`config.mk`:
```
export PLATFORM = sky130hd
export DESIGN_NAME = cache_control
export DESIGN_NICKNAME = d
export VERILOG_FILES = /design/src/rtl/cache_control_pkg.sv /design/src/rtl/cache_control_perf_counters.sv /design/src/rtl/cache_control.sv
export SDC_FILE = /design/constraint.sdc
export NUM_CORES = 1
export LEC_CHECK = 0
export BUFFER_PORTS_ARGS = -buffer_cell sky130_fd_sc_hd__buf_4
export CAP_MARGIN = 10
export CORE_AREA = 2 2 39 41
export CTS_CLUSTER_DIAMETER = 120
export DETAILED_ROUTE_END_ITERATION = 16
export DIE_AREA = 0 0 41 43
export PLACE_DENSITY = 0.61
export SYNTH_ARGS = -nofsm -noshare
export SYNTH_HDL_FRONTEND = slang
export SYNTH_SLANG_ARGS = --single-unit
```
`constraint.sdc`:
```
create_clock -name clk -period 3.51 [get_ports clk]
set_clock_uncertainty 0.15 [all_clocks]
set_input_delay 0.351 -clock clk [delete_from_list [all_inputs] [get_ports clk]]
set_output_delay 0.351 -clock clk [all_outputs]
set_load 0.005 [all_outputs]
```
`src/rtl/cache_control_pkg.sv`:
```
// Shared cache types for the LC-3b two-way set-associative L1 cache.
// Geometry: 8 sets, 2 ways, 16-byte lines.
package lc3b_ctypes;

  localparam int CACHE_WAYS       = 2;
  localparam int CACHE_SETS       = 8;
  localparam int CACHE_LINE_BYTES = 16;

  typedef logic [1:0]  lc3b_mem_wmask;
  typedef logic        lc3b_cache_way;
  typedef logic [15:0] lc3b_perf_cnt;

  typedef enum logic [1:0] {
    IDLE,
    HIT,
    WRITEBACK,
    ALLOCATE
  } cache_state_t;

endpackage

```
`src/rtl/cache_control_perf_counters.sv`:
```
// Saturating hit/miss/writeback event counters for the L1 cache controller.
// Only compiled when CACHE_PERF_CNT_EN is defined.
`ifdef CACHE_PERF_CNT_EN
module cache_perf_counters
  import lc3b_ctypes::*;
(
  input  logic         clk,
  input  logic         rst_n,
  input  logic         i_inc_hit,
  input  logic         i_inc_miss,
  input  logic         i_inc_wb,
  output lc3b_perf_cnt o_hit_count,
  output lc3b_perf_cnt o_miss_count,
  output lc3b_perf_cnt o_wb_count
);

  lc3b_perf_cnt r_hit_count;
  lc3b_perf_cnt r_miss_count;
  lc3b_perf_cnt r_wb_count;

  // Each counter sticks at all-ones rather than wrapping back to zero.
  always_ff @(posedge clk or negedge rst_n) begin
    if (!rst_n) begin
      r_hit_count  <= '0;
      r_miss_count <= '0;
      r_wb_count   <= '0;
    end else begin
      if (i_inc_hit && (r_hit_count != '1))
        r_hit_count <= r_hit_count + 16'd1;
      if (i_inc_miss && (r_miss_count != '1))
        r_miss_count <= r_miss_count + 16'd1;
      if (i_inc_wb && (r_wb_count != '1))
        r_wb_count <= r_wb_count + 16'd1;
    end
  end

  assign o_hit_count  = r_hit_count;
  assign o_miss_count = r_miss_count;
  assign o_wb_count   = r_wb_count;

endmodule
`endif

```
`src/rtl/cache_control.sv`:
```
// Control FSM for the LC-3b write-back, write-allocate L1 cache.
// Define CACHE_PERF_CNT_EN to add hit/miss/writeback counters and the hit==2'b11 assertion.
module cache_control
  import lc3b_ctypes::*;
(
  input  logic                  clk,
  input  logic                  rst_n,
  input  logic                  mem_read,
  input  logic                  mem_write,
  input  lc3b_mem_wmask         mem_byte_enable,
  input  logic [CACHE_WAYS-1:0] hit,
  input  logic [CACHE_WAYS-1:0] dirty,
  input  lc3b_cache_way         lru,
  input  logic                  pmem_resp,
  output logic                  mem_resp,
  output logic                  pmem_read,
  output logic                  pmem_write,
  output lc3b_cache_way         way_sel,
  output logic                  load_data,
  output logic                  load_tag,
  output logic                  set_dirty,
  output logic                  clr_dirty,
  output logic                  load_lru,
  output logic                  data_src,
  output logic                  pmem_addr_src
`ifdef CACHE_PERF_CNT_EN
  ,
  output lc3b_perf_cnt          hit_count,
  output lc3b_perf_cnt          miss_count,
  output lc3b_perf_cnt          wb_count
`endif
);

  cache_state_t  r_state;
  lc3b_cache_way r_victim;
  logic          w_req;
  logic          w_any_hit;
  logic          w_unused_wmask;

  assign w_req     = mem_read | mem_write;
  assign w_any_hit = (hit != '0);

  // Byte lanes are applied by the datapath merge logic; the controller only cares that it is a write.
  assign w_unused_wmask = ^mem_byte_enable;

  // The victim is latched on the miss so later LRU updates cannot retarget an in-flight miss.
  always_ff @(posedge clk or negedge rst_n) begin
    if (!rst_n) begin
      r_state  <= IDLE;
      r_victim <= 1'b0;
    end else begin
      case (r_state)
        IDLE: begin
          if (w_req)
            r_state <= HIT;
        end
        HIT: begin
          if (!w_req || w_any_hit) begin
            r_state <= IDLE;
          end else begin
            r_victim <= lru;
            r_state  <= dirty[lru] ? WRITEBACK : ALLOCATE;
          end
        end
        WRITEBACK: begin
          if (pmem_resp)
            r_state <= ALLOCATE;
        end
        ALLOCATE: begin
          if (pmem_resp)
            r_state <= HIT;
        end
        default: r_state <= IDLE;
      endcase
    end
  end

  always_comb begin
    mem_resp      = 1'b0;
    pmem_read     = 1'b0;
    pmem_write    = 1'b0;
    way_sel       = 1'b0;
    load_data     = 1'b0;
    load_tag      = 1'b0;
    set_dirty     = 1'b0;
    clr_dirty     = 1'b0;
    load_lru      = 1'b0;
    data_src      = 1'b0;
    pmem_addr_src = 1'b0;
    case (r_state)
      HIT: begin
        // An illegal 2'b11 lands on way 1 because way_sel simply follows hit[1].
        if (w_req && w_any_hit) begin
          way_sel  = hit[1];
          mem_resp = 1'b1;
          load_lru = 1'b1;
          if (mem_write) begin
            load_data = 1'b1;
            set_dirty = 1'b1;
          end
        end
      end
      WRITEBACK: begin
        way_sel       = r_victim;
        pmem_write    = 1'b1;
        pmem_addr_src = 1'b1;
        clr_dirty     = pmem_resp;
      end
      ALLOCATE: begin
        way_sel   = r_victim;
        pmem_read = 1'b1;
        if (pmem_resp) begin
          load_data = 1'b1;
          data_src  = 1'b1;
          load_tag  = 1'b1;
          clr_dirty = 1'b1;
        end
      end
      default: begin
      end
    endcase
  end

`ifdef CACHE_PERF_CNT_EN
  logic r_first_lookup;

  // Only the lookup straight out of IDLE counts as a hit; the re-lookup after a fill does not.
  always_ff @(posedge clk or negedge rst_n) begin
    if (!rst_n)
      r_first_lookup <= 1'b0;
    else if (r_state == IDLE)
      r_first_lookup <= w_req;
    else if (r_state == HIT)
      r_first_lookup <= 1'b0;
  end

  cache_perf_counters u_perf (
    .clk          (clk),
    .rst_n        (rst_n),
    .i_inc_hit    ((r_state == HIT) && w_req && w_any_hit && r_first_lookup),
    .i_inc_miss   ((r_state == HIT) && w_req && !w_any_hit),
    .i_inc_wb     ((r_state == WRITEBACK) && pmem_resp),
    .o_hit_count  (hit_count),
    .o_miss_count (miss_count),
    .o_wb_count   (wb_count)
  );

  always @(posedge clk) begin
    if (rst_n && (r_state == HIT) && w_req)
      assert (hit != 2'b11);
  end
`endif

endmodule

```
* Yosys cells after proc, flatten, opt, wreduce, memory -nomap -nowiden
Index checks and enable logic that the tools add are counted.
** Operators by class
- Multiplexer cells :: 21
- Reductions and logical operators :: 8
- Equality and inequality tests :: 6
- Shift operators :: 0
- Magnitude comparators :: 1
- Bitwise operators :: 2
- Multiply operators :: 0
- Add/subtract/negate cells :: 0
- Divide/modulo/power cells :: 0
** Operators with widths (count)
- 1-bit two-way mux :: 13
- 2-bit two-way mux :: 4
- 2-bit one-hot mux with 4 select lines :: 1
- 2-bit inequality test, second input constant :: 3
- 1-bit one-hot mux with 2 select lines :: 3
- 2-bit == test, second input constant :: 2
- 3-bit AND reduction :: 1
- 2-bit by 1-bit == test with 1-bit output, second input constant :: 1
- 2-bit logical NOT :: 1
- 1-bit by 2-bit < comparator with 1-bit output, second input constant :: 1
- 2-bit AND reduction :: 1
- 2-bit nonzero test :: 1
- 2-bit OR reduction :: 1
- 1-bit logical AND :: 1
- 1-bit logical NOT :: 1
- 1-bit logical OR :: 1
- 1-bit NOT :: 1
- 1-bit bitwise OR :: 1
** Storage, ports and cells
- Word-level logic and storage cells :: 40
- Bits in read-only memories :: 0
- Register bits :: 3
- Input bits :: 12
- Latch bits :: 0
- Memory bits (writable) :: 0
- Output and inout bits :: 11
- Memories kept :: 0

* Longest topological paths before layout
- Word-level depth :: 5
- Gate-level depth with buffers :: 5
- Depth with buffers taken out :: 5

* Worst setup path after synthesis
OpenSTA, ideal clock, no wires.
- Path type :: register -> output
- Start :: reg r_state[1]
- End :: out mem_resp
- Path slack :: 1.881 ns
- Data arrival time :: 1.128 ns
- Path buffers :: 1
- Required time :: 3.009 ns
- Stages on the path, launching flop included :: 6
- Cell sequence :: dfrtp_1 > inv_1 > ha_1 > o21a_4 > nor2b_1 > buf_4
** On the way
- Longest elaborated chain between the ends :: 2
** RTL lines
- from (decl) :: RTL line cache_control.sv:34 : cache_state_t r_state;
- from (signal assigned) :: RTL line cache_control.sv:62 : r_state <= dirty[lru] ? WRITEBACK : ALLOCATE;
- 2-bit by 1-bit == test with 1-bit output
- 1-bit two-way mux
- to (decl) :: RTL line cache_control.sv:15 : output logic mem_resp,
Every way passes these cells.

* Worst setup path after layout
- Start :: reg r_state[1]
- End :: out way_sel
** On the way
- Longest elaborated chain between the ends :: 3
- Elaborated cells on any way between the ends :: 5
- Classes of those cells :: eq/ne (3); mux (1); reduce/logical (1)
** RTL lines
- 2-bit == test :: RTL line cache_control.sv:90 : case (r_state)
- 2-bit OR reduction (no line)
- 1-bit one-hot mux with 2 select lines (*) :: RTL line cache_control.sv:90
- to (decl) :: RTL line cache_control.sv:18 : output lc3b_cache_way way_sel,
Every way passes the cells marked *; elsewhere a longest branch is shown, timed or not.

==> flow_summary.yaml <==
sta:
  worst_pin_slew_ns: 0.304
  rsz0062_at_grt: "false"
  finalSetupViolCount: 0
  fin_setup_tns_ns: 0
  hold_violations: 0
  fmax_mhz: 515
  slew_headroom: 0.796
  period_needed_ns: 1.94
  fin_crit_sh: 0.553
  maxSlewViolCount: 0
  whs_ns: 0.220
critical_path:
  ff2ff_path_depth: 5
  rr_endpoint: "r_state[1]"
  crit_path_end_kind: "output pin"
  crit_type: "flop to output pin"
  ff2ff_setup_slack_ns: 1.94
  start_kind: "flop"
  rr_startpoint: "r_state[0]"
  crit_fanout: 6
  crit_arrival_ns: 1.44
  cp.required_ns: 3.01
clock_network:
  clk_pin_slew_ns: 0.04
  clkLatencyLatePin_ns: 0.23
  htree_num_levels: 1
  cts.path.max_buffers: 2
  cts_tree: "yes"
  post_cts_buffers: 0
  postCtsHoldBufs: 1
  cts_root_buf: "clkbuf_4"
  cts_repair_resize_count: 0
  cts_made_buffers: 3
  numClockSinks: 3
route:
  wl_per_cell_um: 9.45
  route.detailed.drc: 0
  firstDrtPassIters: 2
  routed_wl_um: 699
  vias: 320
  antenna_left: 0
  drt_iter0_drc: 3
  via_per_inst: 4.32
job:
  drv_cap: 0
floorplanning:
  start_util: 0.250
  ios: 23
  die-area_sq_um: 1760
  row_count: 14
  core_sq_um: 1380
  die_w_um: 41
  die_h_um: 43
worst_hold_path:
  whs_path_depth: 2
  min_to: "r_victim"
  hp-start: "lru"
  min_path_type: "input pin to flop"
power_and_ir_drop:
  seqPwrFrac: 0.206
  leakagePower_nw: 0.275
  p_sw_mw: 0.114
  peakVddDrop_mv: 0.231
  p_comb_frac: 0.603
  switching_share: 0.363
  intPower_mw: 0.200
  clockPowerShare: 0.191
  p_per_area_nw_per_um2: 590
grt:
  grt_pass1_vias: 267
  grt_pass1_wl_um: 959
  antenna_found_initial: 0
  grt_max_degree: 7
  grtUsageTotal: 0.0825
  gr-total-overflow: 0
outcome:
  run_status: "completed"
logic_synthesis:
  synth_fp_nets: 53
  netlist_area_sq_um: 347
  syn_area_per_cell_sq_um: 9.63
  syn_inst: 36
  ys_warn_count: 0
  ys_seq_elements: 3
  yosysUniqueCellTypes: 22
  seq_area_frac_synth: 0.217
final_layout:
  regArea_sq_um: 75.1
  multi_input_comb_area_sq_um: 238
  n_fill_cell: 148
  syn_to_final_growth_pct: 53.1
  drive_gt1_frac: 0.517
  fin_nets: 76
  diodes: 0
place:
  port_buffers: 20
  gp_congestion: 0.675
  dp_hpwl_um: 583
==> per-stage QoR <==
stage | power, mW | setup slack, ns | cells | cell area (sq um) | utilization
2_1_floorplan | 0.189 | 1.88 | 36 | 347 | -
3_3_place_gp | 0.254 | 1.81 | 69 | 494 | 0.357
3_5_place_dp | 0.255 | 1.80 | 69 | 494 | 0.357
4_1_cts | 0.320 | 1.54 | 74 | 531 | 0.383
5_1_grt | 0.347 | 1.44 | 74 | 531 | 0.383
6_report | 0.313 | 1.57 | 74 | 531 | 0.383
==> area by class of cell <==
cell class	instances	area share
inverters	3	0.0212
flip-flops and latches	3	0.142
repair buffers	21	0.302
clock buffers	4	0.0495
multi-input cells	27	0.448
well taps	16	0.0377
==> critical path: stages, from the launching register on <==
cell and delay [ns]:
dfrtp_1 0.41, inv_1 0.10, ha_1 0.21, o21a_4 0.14, a22oi_1 0.16, nor2_1 0.06, buf_4 0.13
==> state kept, by name (all words and copies together), names as in the netlist <==
register,count
r_state,2
r_victim,1
==> synth_stat cells, drive strengths merged <==
master	number	area (sq um)
inv	3	11.3
a21oi	1	8.76
and2	2	12.5
ha	5	62.6
o21ai	2	10.0
nor3b	1	12.5
o21a	1	15.0
a22oi	1	7.51
mux2i	1	10.0
or2	1	6.26
a21boi	1	7.51
nor2b	1	6.26
nand3	1	5.00
o21ba	1	10.0
mux2	1	15.0
nand2	2	7.51
nor4	1	6.26
buf	3	22.5
o41ai	1	16.3
nor2	3	18.8
dfrtp	3	75.1
==> worst max path at each step <==
stage / endpoint / startpoint / slack [ns] / cells after the start
after floorplan: mem_resp / r_state[1] / 1.88 / 5
after global placement: way_sel / r_state[1] / 1.81 / 6
after detailed placement: way_sel / r_state[1] / 1.80 / 6
after CTS: way_sel / r_state[1] / 1.54 / 6
after global routing: load_lru / r_state[1] / 1.44 / 5
final: way_sel / r_state[1] / 1.57 / 6
==> placed cells by master (no fill, tap or decap), types with 2 or more instances in the layout <==
| master | synthesis | final |
|---|---|---|
| o21ai_0 | 2 | 2 |
| buf_4 | 3 | 20 |
| inv_1 | 3 | 3 |
| and2_1 | 2 | 2 |
| clkbuf_4 | 0 | 3 |
| ha_1 | 5 | 5 |
| dfrtp_1 | 3 | 3 |
| nand2_1 | 2 | 2 |
| nor2_1 | 2 | 2 |
==> kinds of logic (layout without fill, tap and decap cells) <==
family	after synthesis	in the layout	share of synthesized area
and+or+nand+nor	12	12	0.217
AOI/OAI and AO/OA	8	8	0.217
buffers and inverters	6	28	0.0975
adders and majority gates	5	5	0.181
DFF	3	3	0.217
muxes	2	2	0.0722
==> power groups by stage <==
stage | Combinational [mW] | Clock (mW) | Sequential [mW]
global placement | 0.188 | 0 | 0.0661
finish | 0.189 | 0.0597 | 0.0645
CTS | 0.191 | 0.0635 | 0.0653
floorplan | 0.128 | 0 | 0.0609
detailed placement | 0.189 | 0 | 0.0656
global route | 0.214 | 0.0663 | 0.0673
==> per-layer routing <==
layer | wire length, um | part of all wire | global-route usage
met1 | 296 | 0.42 | 0.104
met2 | 316 | 0.45 | 0.109
met3 | 86 | 0.12 | 0.0157
met4 | 0 | 0 | 0.0800
met5 | 0 | 0 | 0
(Power assumes the default switching activity.)
